===== config.mk =====
export PLATFORM = sky130hd
export DESIGN_NAME = tohost_mon
export DESIGN_NICKNAME = d
export VERILOG_FILES = /design/src/rtl/test_pkg.sv /design/src/rtl/test_ctrl_tohost_mon.sv
export SDC_FILE = /design/constraint.sdc
export NUM_CORES = 1
export LEC_CHECK = 0
export CORE_MARGIN = 1
export CORE_UTILIZATION = 18
export DETAILED_ROUTE_END_ITERATION = 8
export GPL_TIMING_DRIVEN = 0
export PLACE_DENSITY = 0.83
export SYNTH_ARGS = -nofsm -noshare
export SYNTH_HDL_FRONTEND = slang
export SYNTH_SLANG_ARGS = --single-unit

===== constraint.sdc =====
create_clock -name vclk -period 2.8
set_input_delay 0.84 -clock vclk [all_inputs]
set_output_delay 0.84 -clock vclk [all_outputs]
set_load 0.01 [all_outputs]

===== src/rtl/test_pkg.sv =====
// Shared types and constants for the simulation test controller.
// Verdict states, tohost defaults and a width helper.
package test_pkg;

  typedef enum logic [2:0] {
    ST_RESET,
    ST_RUN,
    ST_PASS,
    ST_FAIL,
    ST_TIMEOUT
  } state_t;

  localparam int PASS_CODE = 1;
  localparam logic [31:0] TOHOST_DEFAULT = 32'h0000_03F0;

  function automatic int clog2(input int n);
    int r;
    r = 0;
    while ((1 << r) < n) r++;
    return r;
  endfunction

endpackage


===== src/rtl/test_ctrl_tohost_mon.sv =====
// Per-core tohost snoop: decodes a data-memory write into
// pass / fail hits and the reported failure code.
module tohost_mon
  import test_pkg::*;
#(
  parameter int ADDR_W = 32,
  parameter int DATA_W = 32,
  parameter logic [ADDR_W-1:0] TOHOST_ADDR =
    ADDR_W'(TOHOST_DEFAULT)
) (
  input  logic              we,
  input  logic [ADDR_W-1:0] addr,
  input  logic [DATA_W-1:0] wdata,
  output logic              hit_pass,
  output logic              hit_fail,
  output logic [DATA_W-2:0] code
);

  logic hit;
  logic is_pass;

  assign hit      = we && (addr == TOHOST_ADDR);
  assign is_pass  = wdata == DATA_W'(PASS_CODE);
  // Even values are not results; only odd values decide.
  assign hit_pass = hit && is_pass;
  assign hit_fail = hit && wdata[0] && !is_pass;
  assign code     = wdata[DATA_W-1:1];

endmodule


==> results.sh <==
export IMPL_outcome="finished, violations left"
export IMPL_violations="negative setup slack"
export IMPL_viasPerCell=4.25
export IMPL_clkbuf_count=0
export IMPL_worstMarginPinSlew_ns=0.229
export IMPL_synth_top_family_by_area="buffers and inverters"
export IMPL_cp_cell_sequence="buf_6, nor4b_4, nand4_1, nor4_4, and3b_1, buf_2"
export IMPL_synth_xor_area_share_pct=0
export IMPL_num_antenna_cells=0
export IMPL_fp_row_count=17
export IMPL_synthMuxAreaShare_pct=0
export IMPL_die_w_um=50.5
export IMPL_nets=221
export IMPL_post_place_ws_ns=-0.792
export IMPL_worst_endpoint_arrival_ns=1.99
export IMPL_synth_fp_nets=121
export IMPL_layout_min_cycle_time_ns=2.83
export IMPL_hold_buffers=0
export IMPL_total_power_w=0.000176
export IMPL_setup_violations_final=1
export IMPL_drt_iter0_drc=1
export IMPL_netlist_area_um2=423
export IMPL_dr_total_vias=773
export IMPL_critPathSlowestCell="nor4_4"
export IMPL_final_antenna_net_count=0
export IMPL_report_final_hold_viol_count=0
export IMPL_synth_top_cell_area_share_pct=55.0
export IMPL_endpoint_kind="output pin"
export IMPL_hpwlAfterDp_um=1810
export IMPL_syn_area_per_cell_um2=7.55
export IMPL_power_density_nw_per_um2=124
export IMPL_cp_required_ns=1.96
export IMPL_area_delta_synth_final_pct=237
export IMPL_antenna_found_initial=0
export IMPL_tns_ns=-0.0337
export IMPL_cp_buffers_inverters=2
export IMPL_ys_types=13
export IMPL_grt_pass1_wl_um=3260
export IMPL_dieArea_um2=2550
export IMPL_grt_max_degree=3
export IMPL_synth_simple_area_share_pct=45.0
export IMPL_finalWorstSetupSlack_ns=-0.0337
export IMPL_start_util_pct=19.1
export IMPL_hold_class="in -> out"
export IMPL_max_freq_mhz=353
export IMPL_critPathMaxStageDelay_ns=0.32
export IMPL_netlist_top_cells_area="buf_4, nor4_1, nor4_2, nand4_1, nor4b_1"
export IMPL_core_area_um2=2210
export IMPL_yosys_warnings=0
export IMPL_worstSetupPathType="in -> out"
export IMPL_ios=98
export IMPL_grt_overflow=0
export IMPL_report_final_slew_viol_count=0
export IMPL_seq_cells=0
export IMPL_drc=0
export IMPL_crit_family="simple AND/OR/NAND/NOR gates"
export IMPL_grt_pass1_vias=812
export IMPL_wl_per_cell_um=11.3
export IMPL_seq_area_um2=0
export IMPL_leakage_nw=0.660
export IMPL_gr_usage_all_layers_pct=15.9
export IMPL_drive_gt1_share_pct=44.8
export IMPL_rsz0062_at_grt="yes"
export IMPL_fin_hold_ws_ns=2.14
export IMPL_synth_fa_ha_area_share_pct=0
export IMPL_critPathMaxFanout=2
export IMPL_die_y_um=50.5
export IMPL_routed_wl_um=2060
export IMPL_firstDrtPassIters=2
export IMPL_portBuffers=98
export IMPL_synth_compound_area_share_pct=0
export IMPL_worst_ir_drop_vdd_mv=0.0887
export IMPL_final_cell_mix="buf_4, clkdlybuf4s50_1, dlygate4sd2_1"
export IMPL_yosysTopAreaCell="buf_4"
export IMPL_startpoint_type="input port"
export IMPL_relSlewSlack_pct=84.6
export IMPL_period_share_pct=101
export IMPL_place_congestion=0.626
export IMPL_drv_cap=0
export IMPL_synthCells=56
export IMPL_ys_seq_area_share_pct=0
## cell type report
class                           instances  area, um2
Tap cell                               28       35.0
Timing Repair Buffer                   98        855
Buffer                                 31        233
Multi-Input combinational cell         25        302
Fill cell                             201        788
## through the flow
stage	cell area, um2	instances	utilization [%]
floorplan	423	56	-
detailed placement	1440	182	65.0
global placement	1440	182	65.0
global route	1420	182	64.4
finish	1420	182	64.4
CTS	1420	182	64.0
## path summary, 6_finish.rpt
kind                     start       end  cells past startpoint
worst max-delay path  addr[30]  hit_fail                      6
worst min-delay path  addr[26]  hit_pass                      5
## cells by family (layout without fill, tap and decap cells)
kind of cell / Yosys count / count (layout)
buffers and inverters: 31 / 129
AND/OR/NAND/NOR: 25 / 25
## layer usage
layer | track usage (%) | vias to the layer above | routed length [um]
met5 | 0 | - | 0
met4 | 1.39 | 0 | 0
met3 | 6.36 | 0 | 326
met2 | 31.6 | 66 | 1080
met1 | 15.8 | 329 | 654
li1 | - | 378 | -
## Yosys cell counts
master,count
nand4_1,3
nor4b_2,1
or3_1,1
nor2_1,1
nand2_1,1
and3b_1,1
nor4b_1,2
nand3_1,1
and4b_1,1
and2_2,1
nor4_2,3
nor4_1,9
buf_4,31
## power breakdown
group | internal (W) | total [W] | switching (W)
Combinational | 0.000119 | 0.000176 | 0.0000574
Sequential | 0 | 0 | 0
Clock | 0 | 0 | 0
## what timing repair did
item / in CTS / in global routing
buffers inserted: 0 / 0
gates resized for setup: 136 / 20
setup endpoints to repair: 12 / 2
pin swaps: 25 / 8
Power figures use the tool's default switching activity.
